[config.mk]
export PLATFORM = sky130hd
export DESIGN_NAME = play_pacer
export DESIGN_NICKNAME = d
export VERILOG_FILES = /design/src/rtl/play_pkg.sv /design/src/rtl/play_pacer.sv
export SDC_FILE = /design/constraint.sdc
export NUM_CORES = 1
export LEC_CHECK = 0
export ABC_CLOCK_PERIOD_IN_PS = 3740
export CORE_UTILIZATION = 31
export CTS_BUF_LIST = sky130_fd_sc_hd__clkbuf_16
export DETAILED_ROUTE_END_ITERATION = 8
export SKIP_CTS_REPAIR_TIMING = 1
export SLEW_MARGIN = 20
export SYNTH_ARGS = -nofsm -noshare
export SYNTH_HDL_FRONTEND = slang
export SYNTH_SLANG_ARGS = --single-unit
[constraint.sdc]
create_clock -name i_clk -period 3.74 [get_ports i_clk]
set_input_delay 0.748 -clock i_clk [delete_from_list [all_inputs] [get_ports i_clk]]
set_output_delay 0.748 -clock i_clk [all_outputs]
set_load 0.005 [all_outputs]
[src/rtl/play_pkg.sv]
// Shared playback definitions: pacer state encoding and the speed-factor encoding
// that the pacer and the interpolator both use.
package play_pkg;

    typedef enum logic [1:0] {
        ST_IDLE  = 2'd0,
        ST_WAIT  = 2'd1,
        ST_FETCH = 2'd2
    } state_t;

    localparam int MAX_SPEED = 8;

    // Speed 0 and anything above MAX_SPEED collapse to 1x.
    function automatic logic [3:0] sanitize_speed(input logic [3:0] speed);
        if (speed == 4'd0 || speed > 4'(MAX_SPEED)) begin
            return 4'd1;
        end
        return speed;
    endfunction

endpackage

[src/rtl/play_pacer.sv]
// Playback pacer: reads SRAM samples at the DAC rate, emits one-cycle valid pulses.
// Latency: accepted sample request at t -> o_valid/o_data at t+2; pause/stop drop requests.
module play_pacer
    import play_pkg::*;
#(
    parameter int ADDR_W = 20
) (
    input  logic              i_clk,
    input  logic              i_rst_n,
    input  logic              i_start,
    input  logic              i_stop,
    input  logic              i_pause,
    input  logic              i_fast,
    input  logic [3:0]        i_speed,
    input  logic [ADDR_W-1:0] i_end_addr,
    input  logic              i_sample_req,
    input  logic [15:0]       i_sram_data,
    output logic [ADDR_W-1:0] o_sram_addr,
    output logic              o_valid,
    output logic [15:0]       o_data,
    output logic              o_pause,
    output logic              o_busy,
    output logic              o_done
);

    state_t            state_q, state_d;
    logic [ADDR_W-1:0] addr_q, addr_d;
    logic [3:0]        slot_q, slot_d;
    logic [3:0]        step_q, step_d;
    logic [3:0]        period_q, period_d;
    logic [15:0]       data_q, data_d;
    logic              valid_q, valid_d;
    logic              done_q, done_d;

    logic [3:0]        speed_n;
    logic [ADDR_W:0]   next_addr;
    logic              past_end;

    assign speed_n   = sanitize_speed(i_speed);
    // One extra bit so a carry out of the address range also counts as past the end.
    assign next_addr = {1'b0, addr_q} + {{(ADDR_W-3){1'b0}}, step_q};
    assign past_end  = next_addr > {1'b0, i_end_addr};

    always_ff @(posedge i_clk or negedge i_rst_n) begin
        if (!i_rst_n) begin
            state_q  <= ST_IDLE;
            addr_q   <= '0;
            slot_q   <= '0;
            step_q   <= 4'd1;
            period_q <= 4'd1;
            data_q   <= '0;
            valid_q  <= 1'b0;
            done_q   <= 1'b0;
        end else begin
            state_q  <= state_d;
            addr_q   <= addr_d;
            slot_q   <= slot_d;
            step_q   <= step_d;
            period_q <= period_d;
            data_q   <= data_d;
            valid_q  <= valid_d;
            done_q   <= done_d;
        end
    end

    always_comb begin
        state_d  = state_q;
        addr_d   = addr_q;
        slot_d   = slot_q;
        step_d   = step_q;
        period_d = period_q;
        data_d   = data_q;
        valid_d  = 1'b0;
        done_d   = 1'b0;

        unique case (state_q)
            ST_IDLE: begin
                if (i_start) begin
                    state_d = ST_WAIT;
                    addr_d  = '0;
                    slot_d  = '0;
                end
            end

            ST_WAIT: begin
                if (i_stop) begin
                    state_d = ST_IDLE;
                    addr_d  = '0;
                    slot_d  = '0;
                end else if (!i_pause && i_sample_req) begin
                    if (slot_q == 4'd0) begin
                        // Speed mode is sampled here so mid-playback changes apply per fetch.
                        step_d   = i_fast ? speed_n : 4'd1;
                        period_d = i_fast ? 4'd1 : speed_n;
                        state_d  = ST_FETCH;
                    end else begin
                        slot_d = slot_q - 4'd1;
                    end
                end
            end

            ST_FETCH: begin
                if (i_stop) begin
                    state_d = ST_IDLE;
                    addr_d  = '0;
                    slot_d  = '0;
                end else begin
                    data_d  = i_sram_data;
                    valid_d = 1'b1;
                    slot_d  = period_q - 4'd1;
                    if (past_end) begin
                        done_d  = 1'b1;
                        state_d = ST_IDLE;
                        addr_d  = '0;
                    end else begin
                        addr_d  = next_addr[ADDR_W-1:0];
                        state_d = ST_WAIT;
                    end
                end
            end

            default: begin
                state_d = ST_IDLE;
                addr_d  = '0;
                slot_d  = '0;
            end
        endcase
    end

    assign o_sram_addr = addr_q;
    assign o_valid     = valid_q;
    assign o_data      = data_q;
    assign o_busy      = (state_q != ST_IDLE);
    assign o_done      = done_q;
    assign o_pause     = i_pause && (state_q != ST_IDLE);

endmodule

**After elaboration in Yosys (flattened, before gate mapping)**

Index checks and enable logic that the tools add are counted.
W data, S select, Z words.

- Flip-flop bits (word level): 52
- Input port bits: 47
- Output and inout bits: 40
- Logic and storage cells: 62

- $add $sub $neg: 3
- Order comparisons: 2
- Equal/unequal tests: 7
- Mux-type cells: 28
- Bitwise logic cells: 1
- Reductions and logical operators: 13

Operator list:

| kind | number |
|---|---|
| $mux W20 | 4 |
| $pmux W20 S3 | 1 |
| $mux W4 | 9 |
| $add A20 B4 Y21 | 1 |
| $gt A21 B20 Y1 | 1 |
| $pmux W4 S3 | 1 |
| $ne A3 B3 Y1 const B | 3 |
| $logic_not A4 Y1 | 2 |
| $mux W1 | 8 |
| $mux W2 | 4 |
| $sub A4 B1 Y4 const B | 2 |
| $pmux W2 S3 | 1 |
| $reduce_and A3 Y1 | 2 |
| $gt A4 B4 Y1 const B | 1 |
| $ne A2 B2 Y1 const B | 2 |
| $reduce_and A2 Y1 | 2 |
| $reduce_and A4 Y1 | 1 |
| $eq A2 B1 Y1 const B | 1 |
| $eq A2 B2 Y1 const B | 1 |
| $logic_and A1 B1 Y1 | 2 |
| $logic_not A2 Y1 | 1 |
| $reduce_bool A2 Y1 | 1 |
| $logic_not A1 Y1 | 1 |
| $logic_or A1 B1 Y1 | 1 |
| $not A1 Y1 | 1 |

**Depth between registers and ports, before layout**

Gate-level depths: netlist of the first run.

- Depth in word-level cells: 5
- Gate-level depth with buffers: 19
- Gate-level depth less buffers: 17

**Worst setup path before layout of the first run**

Ideal clock, no wire load.

- Path kind: register to register
- From: reg step_q[0]
- To: reg state_q[0]
- Setup time: 0.080 ns
- Arrival: 3.860 ns
- Required time: 3.660 ns
- Setup slack: -0.200 ns
- Cell stages (with the launch flop): 20
- Path buffers: 2
- Period minus slack after synthesis: 3.940 ns
- Path through: dfstp_2 > ha_1 > inv_1 > fa_1 > nor2b_1 > o21ai_0 > and2_1 > nand3b_1 > nor2_1 > xor2_1 > ha_1 > a21o_1 > a21o_1 > a221o_1 > o21ai_2 > a22oi_2 > or2_1 > buf_6 > buf_12 > a31oi_4

- Word-level cells in the longest chain between the ends: 5

RTL lines:

| what | line | text |
|---|---|---|
| start, declared | play_pacer.sv:29 | `logic [3:0] step_q, step_d;` |
| start signal, assigned | play_pacer.sv:58 | `step_q <= step_d;` |
| $add A20 B4 Y21 | play_pacer.sv:41 | `assign next_addr = {1'b0, addr_q} + {{(ADDR_W-3){1'b0}}, step_q};` |
| $gt A21 B20 Y1 | play_pacer.sv:42 | `assign past_end = next_addr > {1'b0, i_end_addr};` |
| $mux W1 | play_pacer.sv:111 | `if (past_end) begin` |
| $mux W1 | play_pacer.sv:103 | `if (i_stop) begin` |
| $pmux W2 S3 | play_pacer.sv:76 | `unique case (state_q)` |
| end signal, assigned | play_pacer.sv:55 | `state_q <= state_d;` |
| end, declared | play_pacer.sv:26 | `state_t state_q, state_d;` |

No other way between the ends.
A chain may end at the register's enable or synchronous reset.

**Worst setup path after layout of the first run**

- From: reg step_q[0]
- To: reg addr_q[1] (netlist: o_sram_addr[1])

- Word-level cells in the longest chain between the ends: 5

RTL lines:

| what | line | text |
|---|---|---|
| $add A20 B4 Y21 (*) | play_pacer.sv:41 |  |
| $gt A21 B20 Y1 | play_pacer.sv:42 |  |
| $mux W20 (*) | play_pacer.sv:111 |  |
| $mux W20 (*) | play_pacer.sv:103 |  |
| $pmux W20 S3 (*) | play_pacer.sv:76 |  |
| end signal, assigned | play_pacer.sv:56 | `addr_q <= addr_d;` |
| end, declared | play_pacer.sv:27 | `logic [ADDR_W-1:0] addr_q, addr_d;` |

Mark *: on every way between the ends. The rest lies on a longest branch, timed or not.

==> flow_metrics.py, run 1 <==
metrics = {
    "placement": {
        "buffer_ports.inserted": 86,
        "dpl.hpwl_mm": 6.44,
        "dpl.cell_count": 625,
        "post_dp_cell_area_um2": 4550,
        "globalplace.congestion": 0.838,
    },
    "yosys": {
        "yosysWarnings": 0,
        "synthArstFlopShare_pct": 100,
        "ys_ff_latch": 52,
        "yosys.area.top_type": "dfrtp_1",
        "synth_common_cells": "96 x nand2_1, 50 x dfrtp_1, 38 x inv_1",
        "synth_edf_count": 0,
        "syn_area_um2": 3350,
        "syn_nets": 463,
        "yosysSeqAreaShare_pct": 39.0,
        "yosysMostFrequentCell": "nand2_1",
        "syn_inst": 384,
        "synth_top_area_share_pct": 37.4,
        "synth_flop_cell": "dfrtp_1",
        "avgSynthCellArea_um2": 8.72,
        "ys_types": 44,
        "synthTopCellsByArea": "dfrtp_1 37%, ha_1 12%, nand2_1 11%",
    },
    "power": {
        "p_sw_share_pct": 36.7,
        "p_leak_nw": 2.25,
        "p_int_mw": 1.46,
        "p_clk_share_pct": 19.8,
        "peakVddDrop_mv": 0.279,
        "p_per_area_nw_per_um2": 481,
        "p_comb_share_pct": 44.2,
        "power.switching_uw": 844,
        "power_frac_seq_pct": 36.0,
    },
    "timing": {
        "tightest_slew_ns": 0.906,
        "worst_slack_ns": -0.124,
        "layout_min_cycle_time_ns": 3.86,
        "tns_ns": -1.28,
        "fin_crit_sh_pct": 103,
        "maxSlewViolCount": 0,
        "holdWs_ns": 0.478,
        "finalSetupViolCount": 20,
        "relSlewSlack_pct": 39.4,
        "hold_viol": 0,
        "fmax_mhz": 259,
        "grt_setup_unrepaired": "true",
        "skew_ns": 0.00353,
    },
    "worst_setup_path": {
        "cp-start-kind": "flip-flop",
        "rr_worst_depth": 18,
        "cp.arrival_ns": 4.06,
        "cp_max_fo": 4,
        "required_ns": 3.93,
        "worstSetupPathType": "reg -> reg",
        "reg2reg_to": "o_sram_addr[1]",
        "end_kind": "flip-flop",
        "r2r_start": "step_q[0]",
        "reg2reg_slack_ns": -0.12,
    },
    "min_path": {
        "holdPathStages": 2,
        "hp-class": "reg -> reg",
        "hold_end": "o_data[11]",
        "hp-start": "o_data[11]",
    },
    "global_route": {
        "grt_pass1_wl_mm": 13.9,
        "grt_remaining_overflow": 0,
        "grt_pass1_vias": 2945,
        "grt_max_degree": 38,
        "grtUsageTotal_pct": 15.3,
        "antenna_found_initial": 0,
    },
    "die": {
        "initial_core_util_pct": 32.1,
        "die_y_um": 106,
        "io_pins": 87,
        "row_count": 37,
        "die_area_um2": 11200,
        "core_area_um2": 10400,
        "die_x_um": 106,
    },
    "status": {
        "status": "complete, but fails checks",
        "violations": "negative setup slack",
    },
    "cts": {
        "cts_buffers": 5,
        "cts_max_level": 2,
        "cts_tree": "built",
        "numClockSinks": 52,
        "cts_root_buf": "clkbuf_16",
        "clock_latency_ns": 0.29,
        "clockBufferDepth": 2,
        "path_clk_slew_ns": 0.07,
    },
    "final_layout": {
        "nets": 579,
        "diodes": 0,
        "drive_above_1_share_pct": 14.2,
        "area.growth.synth_to_final_pct": 43.0,
        "final_cell_count_no_fill": 637,
        "post-route-util_pct": 45.9,
        "fin_area_um2": 4780,
    },
    "drt": {
        "drt_iter0_markers": 84,
        "ant_nets": 0,
        "vias": 3025,
        "drc": 0,
        "wire_per_inst_um": 13.3,
        "firstDrtPassIters": 4,
        "routed_wl_mm": 8.46,
        "via_per_inst": 4.75,
    },
    "job": {
        "cap_violations": 0,
    },
}
## worst max-delay path by stage
stage,start,to
CTS,step_q[0],state_q[0]
global placement,step_q[0],state_q[0]
floorplan,step_q[0],state_q[0]
detailed placement,step_q[0],o_sram_addr[16]
finish,step_q[0],o_sram_addr[1]
global route,step_q[0],o_sram_addr[1]
## layout make-up
cell class / count / area, um2
Clock inverter: 3 / 21.3
Inverter: 38 / 143
Sequential cell: 52 / 1300
Fill cell: 1043 / 5630
Timing Repair Buffer: 119 / 1120
Multi-Input combinational cell: 284 / 1900
Clock buffer: 5 / 125
Tap cell: 136 / 170
## state kept, by name, summed over array words and instances, names as in the netlist
name         cells
o_done           1
o_valid          1
step_q           4
slot_q           4
o_data          16
period_q         4
state_q          2
o_sram_addr     20
## power groups by stage
stage,clock network (mW),registers [mW],logic [mW]
after CTS,0.477,0.832,1.01
final,0.456,0.829,1.02
after floorplan,0,0.832,0.567
after detailed placement,0,0.842,0.999
after global routing,0.495,0.853,1.16
after global placement,0,0.833,0.977
## critical path, stage by stage, from the launching register on
cell      delay (ns)
dfstp_2         0.55
ha_4            0.13
inv_2           0.03
fa_2            0.33
nor2b_1         0.13
o21ai_1         0.12
and2_4          0.15
nand3b_1        0.19
nor2_1          0.16
xor2_1          0.11
ha_1            0.32
nand4_1         0.16
buf_4           0.18
nor4_1          0.33
buf_4           0.17
a22oi_2         0.09
buf_4           0.17
or2_4           0.27
o31ai_4         0.17
## kinds of logic (layout without fill, tap and decap cells)
kind of cell	Yosys count	count (layout)	synth area share, %
AOI/OAI and AO/OA	69	69	15.6
xor gates and xnor gates	23	23	6.02
adders and majority gates	32	32	12.2
buffers and inverters	49	165	6.21
DFF	52	52	39.0
and+or+nand+nor	159	160	21.0
## routing by layer
metal / vias up / part of all wire, % / track usage, %
met3: 7 / 3.6 / 2.64
met2: 49 / 50 / 26.1
met5: - / 0 / 0
met1: 1444 / 45 / 20.2
met4: 0 / 0.70 / 2.98
li1: 1525 / - / -
## metrics by stage
stage | setup WS (ns) | power, mW
after global placement | -0.151 | 1.81
after detailed placement | -0.278 | 1.84
after CTS | -0.328 | 2.32
after floorplan | -0.0135 | 1.40
after global routing | -0.278 | 2.51
final | -0.124 | 2.30
## cells in the final DEF (no fill, tap or decap), types with 7 or more instances in the layout
| cell type | Yosys | routed |
|---|---|---|
| nand2_1 | 96 | 96 |
| clkdlybuf4s50_1 | 0 | 85 |
| dfrtp_1 | 50 | 50 |
| inv_1 | 38 | 37 |
| ha_1 | 31 | 30 |
| buf_4 | 0 | 29 |
| o21ai_0 | 18 | 14 |
| xnor2_1 | 14 | 14 |
| nor2_1 | 13 | 12 |
| a21oi_1 | 10 | 10 |
| nand3_1 | 9 | 9 |
| xor2_1 | 9 | 9 |
| nor3_1 | 11 | 9 |
| o21ai_2 | 5 | 7 |
Note: power is estimated with default switching activity, not from simulation.
==> run 2: changes to the inputs <==
Settings changed: CTS_BUF_LIST sky130_fd_sc_hd__clkbuf_16 to sky130_fd_sc_hd__clkbuf_8.
==> run 2 against run 1 <==
Compared with the run above:
- the run still ends with negative setup slack left
- worst setup slack gained 0.039 ns
- clock power shrank 28%
- flip-flop and latch count is the same
- first-iteration DRC count grew 3.6%
- count of clock-buffer cells in the layout is the same
- sequential share of layout area is essentially flat
- non-clock buffer count shrank 1
- routed wire length grew 1.2%
- critical path type unchanged
==> flow_metrics.py, run 2 (synthesis results as in run 1) <==
metrics = {
    "drt": {
        "wire_per_inst_um": 13.5,
        "via_per_inst": 4.76,
        "routed_wl_mm": 8.56,
        "vias": 3027,
        "firstDrtPassIters": 4,
        "drt_iter0_markers": 87,
        "ant_nets": 0,
        "drc": 0,
    },
    "power": {
        "p_per_area_nw_per_um2": 459,
        "p_int_mw": 1.35,
        "p_comb_share_pct": 47.4,
        "p_sw_share_pct": 38.6,
        "peakVddDrop_mv": 0.286,
        "power_frac_seq_pct": 37.7,
        "power.switching_uw": 849,
        "p_leak_nw": 2.23,
        "p_clk_share_pct": 14.9,
    },
    "final_layout": {
        "mostFrequentLayoutCells": "96 x nand2_1, 85 x clkdlybuf4s50_1, 50 x dfrtp_1",
        "fin_area_um2": 4780,
        "largest_register_ffs": 20,
        "area.growth.synth_to_final_pct": 42.9,
        "final_common_cell": "nand2_1",
        "diodes": 0,
        "nets": 578,
        "drive_above_1_share_pct": 14.6,
    },
    "global_route": {
        "grt_max_degree": 38,
        "grt_remaining_overflow": 0,
        "grt_pass1_vias": 2936,
        "antenna_found_initial": 0,
        "grt_pass1_wl_mm": 13.9,
        "grtUsageTotal_pct": 15.3,
    },
    "worst_setup_path": {
        "worstSetupPathType": "reg -> reg",
        "rr_worst_depth": 18,
        "r2r_start": "step_q[0]",
        "required_ns": 3.98,
        "path_delay_family": "compound AO/OA/AOI/OAI gates",
        "critPathBufInv": 2,
        "cp_common_cell": "a21o_1",
        "cp_max_fo": 5,
        "reg2reg_slack_ns": -0.09,
        "crit_slowest_cell": "dfstp_2",
        "end_kind": "flip-flop",
        "cp_cell_sequence": "ha_4, inv_2, fa_2, nor2b_1, o21ai_1, and2_4, nand3b_1, nor2_1, xor2_1, ha_1, a21o_1, a21o_1, a221o_1, o21ai_2, a22oi_2, or2_4, buf_6, o2bb2ai_2",
        "reg2reg_to": "o_sram_addr[16]",
        "cp-start-kind": "flip-flop",
        "crit_path_start": "step_q[0]",
        "cp.arrival_ns": 4.07,
        "critPathMaxStageDelay_ns": 0.56,
    },
    "placement": {
        "dpl.hpwl_mm": 6.44,
        "globalplace.congestion": 0.838,
        "buffer_ports.inserted": 86,
        "post_dp_cell_area_um2": 4550,
    },
    "timing": {
        "skew_ns": 0.00487,
        "tightest_slew_ns": 1.02,
        "grt_setup_unrepaired": "true",
        "maxSlewViolCount": 0,
        "hold_viol": 0,
        "finalSetupViolCount": 17,
        "relSlewSlack_pct": 31.9,
        "tns_ns": -0.754,
        "layout_min_cycle_time_ns": 3.83,
        "fin_crit_sh_pct": 102,
        "worst_slack_ns": -0.0853,
        "fmax_mhz": 261,
    },
    "die": {
        "initial_core_util_pct": 32.1,
        "die_y_um": 106,
        "die_x_um": 106,
        "core_area_um2": 10400,
        "row_count": 37,
        "die_area_um2": 11200,
        "io_pins": 87,
    },
    "cts": {
        "cts_max_level": 2,
        "numClockSinks": 52,
        "path_clk_slew_ns": 0.10,
        "cts_tree": "built",
        "clockBufferDepth": 2,
        "cts_root_buf": "clkbuf_8",
        "cts_buffers": 5,
        "clock_latency_ns": 0.31,
    },
    "job": {
        "cap_violations": 0,
    },
    "min_path": {
        "holdPathStages": 2,
        "hp-start": "o_data[5]",
        "hold_end": "o_data[5]",
        "hp-class": "reg -> reg",
    },
    "status": {
        "violations": "negative setup slack",
        "status": "complete, but fails checks",
    },
}
run 2: cell count changes in the layout (fill, tap and decap cells not counted), moves of 2 or more:
cell	change
clkbuf_16	-5
clkbuf_8	+5
a31o_2	-2
a31o_4	+2
buf_4	-2
o31ai_1	-2
run 2: layout make-up:
| class | count | area, um2 |
|---|---|---|
| clock buffer | 5 | 68.8 |
| multi-input combinational | 284 | 1960 |
| fill | 1055 | 5630 |
| timing repair buffer | 118 | 1110 |
| clock inverter | 3 | 21.3 |
| sequential | 52 | 1300 |
| inverter | 38 | 143 |
| tap | 136 | 170 |
run 2: worst max-delay path by stage:
stage | slack (ns) | cells after the start | end
finish | -0.09 | 18 | o_sram_addr[16]
global route | -0.25 | 18 | o_sram_addr[16]
CTS | -0.33 | 17 | state_q[0]
detailed placement | -0.28 | 17 | o_sram_addr[16]
global placement | -0.15 | 17 | state_q[0]
floorplan | -0.01 | 19 | state_q[0]
run 2: worst reg2reg max path: stages (launching register included):
cell	delay, ns
dfstp_2	0.56
ha_4	0.13
inv_2	0.03
fa_2	0.33
nor2b_1	0.13
o21ai_1	0.12
and2_4	0.15
nand3b_1	0.19
nor2_1	0.16
xor2_1	0.23
ha_1	0.29
a21o_1	0.16
a21o_1	0.17
a221o_1	0.30
o21ai_2	0.12
a22oi_2	0.10
or2_4	0.33
buf_6	0.15
o2bb2ai_2	0.12
run 2: per-layer routing:
metal	wire [um]	global-route usage, %	vias up
li1	-	-	1518
met1	3880	20.2	1452
met2	4320	26.0	51
met3	305	2.82	6
met4	55	3.27	0
met5	0	0	-
run 2: metrics by stage:
stage | setup slack (ns) | total power [mW] | hold slack [ns] | std cells | util [%]
6_report | -0.0853 | 2.20 | 0.485 | 636 | 45.9
5_1_grt | -0.247 | 2.40 | 0.517 | 636 | 45.9
4_1_cts | -0.334 | 2.18 | 0.491 | 633 | 44.6
3_5_place_dp | -0.278 | 1.84 | 0.466 | 625 | 43.7
3_3_place_gp | -0.151 | 1.81 | 0.458 | 625 | 43.7
2_1_floorplan | -0.0135 | 1.40 | 0.452 | 384 | -
run 2: power by group through the flow:
stage | clock, mW | combinational (mW) | sequential (mW)
finish | 0.327 | 1.04 | 0.828
detailed placement | 0 | 0.999 | 0.842
floorplan | 0 | 0.567 | 0.832
CTS | 0.347 | 1.01 | 0.831
global route | 0.366 | 1.18 | 0.852
global placement | 0 | 0.977 | 0.833
==> run 3: changes to the inputs <==
--- a/config.mk
+++ b/config.mk
@@ -8,5 +8,6 @@
 export ABC_CLOCK_PERIOD_IN_PS = 3740
-export CORE_UTILIZATION = 31
+export CORE_UTILIZATION = 45
 export CTS_BUF_LIST = sky130_fd_sc_hd__clkbuf_8
 export DETAILED_ROUTE_END_ITERATION = 8
+export PLACE_DENSITY = 0.78
 export SKIP_CTS_REPAIR_TIMING = 1
==> constraint.sdc (replaced) <==
create_clock -name i_clk -period 3.74 [get_ports i_clk]
set_input_delay 0.374 -clock i_clk [delete_from_list [all_inputs] [get_ports i_clk]]
set_output_delay 0.374 -clock i_clk [all_outputs]
set_load 0.005 [all_outputs]
==> run 3 against run 2 <==
Compared with the run above:
- the run ends with negative hold slack, negative setup slack left
- maximum frequency is 1.4% higher
- first-iteration DRC count up 34%
- worst hold slack worse by 0.49 ns
- sequential share of layout area grew 0.64 points
==> flow_metrics.py, run 3 (synthesis results as in run 1) <==
metrics = {
    "status": {
        "status": "complete, but fails checks",
        "violations": "negative hold slack, negative setup slack",
    },
    "worst_setup_path": {
        "cp-start-kind": "flip-flop",
        "cp.arrival_ns": 3.99,
        "required_ns": 3.96,
        "critPathBufInv": 2,
        "worstSetupPathType": "reg -> reg",
        "reg2reg_slack_ns": -0.03,
        "end_kind": "flip-flop",
        "cp_cell_sequence": "ha_4, inv_2, fa_2, nor2b_2, o21ai_2, and2_4, nand3b_1, nor2_1, xor2_1, ha_1, a21o_1, a21o_1, a221o_1, o21ai_2, a22oi_2, or2_4, buf_6, o31ai_2",
        "crit_slowest_cell": "dfstp_2",
        "cp_max_fo": 5,
        "critPathMaxStageDelay_ns": 0.56,
        "path_delay_family": "compound AO/OA/AOI/OAI gates",
    },
    "placement": {
        "post_dp_cell_area_um2": 4500,
        "buffer_ports.inserted": 86,
        "globalplace.congestion": 0.844,
        "dpl.hpwl_mm": 6.25,
        "dpl.cell_count": 587,
    },
    "drt": {
        "routed_wl_mm": 8.10,
        "wire_per_inst_um": 13.6,
        "via_per_inst": 5.04,
        "vias": 3002,
        "firstDrtPassIters": 4,
        "ant_nets": 0,
        "drc": 0,
        "drt_iter0_markers": 117,
    },
    "final_layout": {
        "area.growth.synth_to_final_pct": 39.6,
        "largest_register_ffs": 20,
        "nets": 575,
        "final_common_cell": "nand2_1",
        "diodes": 0,
        "final_cell_count_no_fill": 596,
        "fin_area_um2": 4670,
        "drive_above_1_share_pct": 14.1,
        "mostFrequentLayoutCells": "96 x nand2_1, 85 x clkdlybuf4s50_1, 50 x dfrtp_1",
    },
    "timing": {
        "maxSlewViolCount": 0,
        "skew_ns": 0.0143,
        "tightest_slew_ns": 0.911,
        "fmax_mhz": 265,
        "layout_min_cycle_time_ns": 3.77,
        "fin_crit_sh_pct": 101,
        "worst_slack_ns": -0.0309,
        "finalSetupViolCount": 5,
        "hold_viol": 10,
        "relSlewSlack_pct": 39.1,
        "holdWs_ns": -0.00993,
        "tns_ns": -0.100,
        "grt_setup_unrepaired": "true",
    },
    "cts": {
        "cts_root_buf": "clkbuf_8",
        "cts_tree": "built",
        "cts_buffers": 5,
        "numClockSinks": 52,
        "path_clk_slew_ns": 0.11,
        "clockBufferDepth": 2,
        "cts_max_level": 2,
        "clock_latency_ns": 0.32,
    },
    "min_path": {
        "hp-class": "in -> async",
    },
    "global_route": {
        "grt_pass1_vias": 2898,
        "grtUsageTotal_pct": 21.2,
        "grt_remaining_overflow": 0,
        "antenna_found_initial": 0,
        "grt_max_degree": 32,
        "grt_pass1_wl_mm": 13.0,
    },
    "power": {
        "peakVddDrop_mv": 0.292,
        "p_leak_nw": 2.21,
        "p_per_area_nw_per_um2": 468,
    },
    "die": {
        "initial_core_util_pct": 46.4,
        "row_count": 31,
        "die_x_um": 88.2,
        "core_area_um2": 7210,
        "io_pins": 87,
        "die_area_um2": 7790,
        "die_y_um": 88.2,
    },
    "job": {
        "cap_violations": 0,
    },
}
run 3: power by group:
group | internal (mW) | switching [mW]
Combinational | 0.483 | 0.531
Clock | 0.137 | 0.208
Sequential | 0.725 | 0.103
Total | 1.35 | 0.842
run 3: through the flow:
step,utilization [%],worst slack (ns),total power [mW]
2_1_floorplan,-,-0.0135,1.40
3_3_place_gp,62.3,-0.0113,1.79
3_5_place_dp,62.3,-0.121,1.83
4_1_cts,63.6,-0.140,2.17
5_1_grt,64.8,-0.224,2.36
6_report,64.8,-0.0309,2.19
run 3: per-layer routing:
metal	routed length, um	up-vias	part of all wire (%)	global-route usage [%]
met5	0	-	0	0
met1	3540	1412	44	28.4
met4	104	0	1.3	4.99
li1	-	1509	-	-
met3	333	10	4.1	2.99
met2	4110	71	51	36.6
run 3: final timing paths:
check                            endpoint  startpoint  depth (start not counted)
setup reg to reg           o_sram_addr[0]   step_q[0]                         18
setup / recovery           o_sram_addr[0]   step_q[0]                         18
hold / removal                 o_data[15]     i_rst_n                          1
min in group i_clk              o_data[8]   o_data[8]                          2
max in group asynchronous       step_q[0]     i_rst_n                          2
hold reg to reg                 o_data[8]   o_data[8]                          2
run 3: cell type report:
cell class	instances	area, um2
clock inverter	3	25.0
fill	595	2540
tap	99	124
inverter	38	143
clock buffer	5	68.8
multi-input combinational	283	1910
sequential	52	1300
timing repair buffer	116	1100
run 3: worst reg2reg max path: cells and delay by family (launching register included):
family / cells / cell delay (ns)
AOI/OAI and AO/OA: 7 / 1.09
xor gates and xnor gates: 1 / 0.20
adders and majority gates: 3 / 0.74
buffers and inverters: 2 / 0.18
DFF: 1 / 0.56
and+or+nand+nor: 5 / 0.90
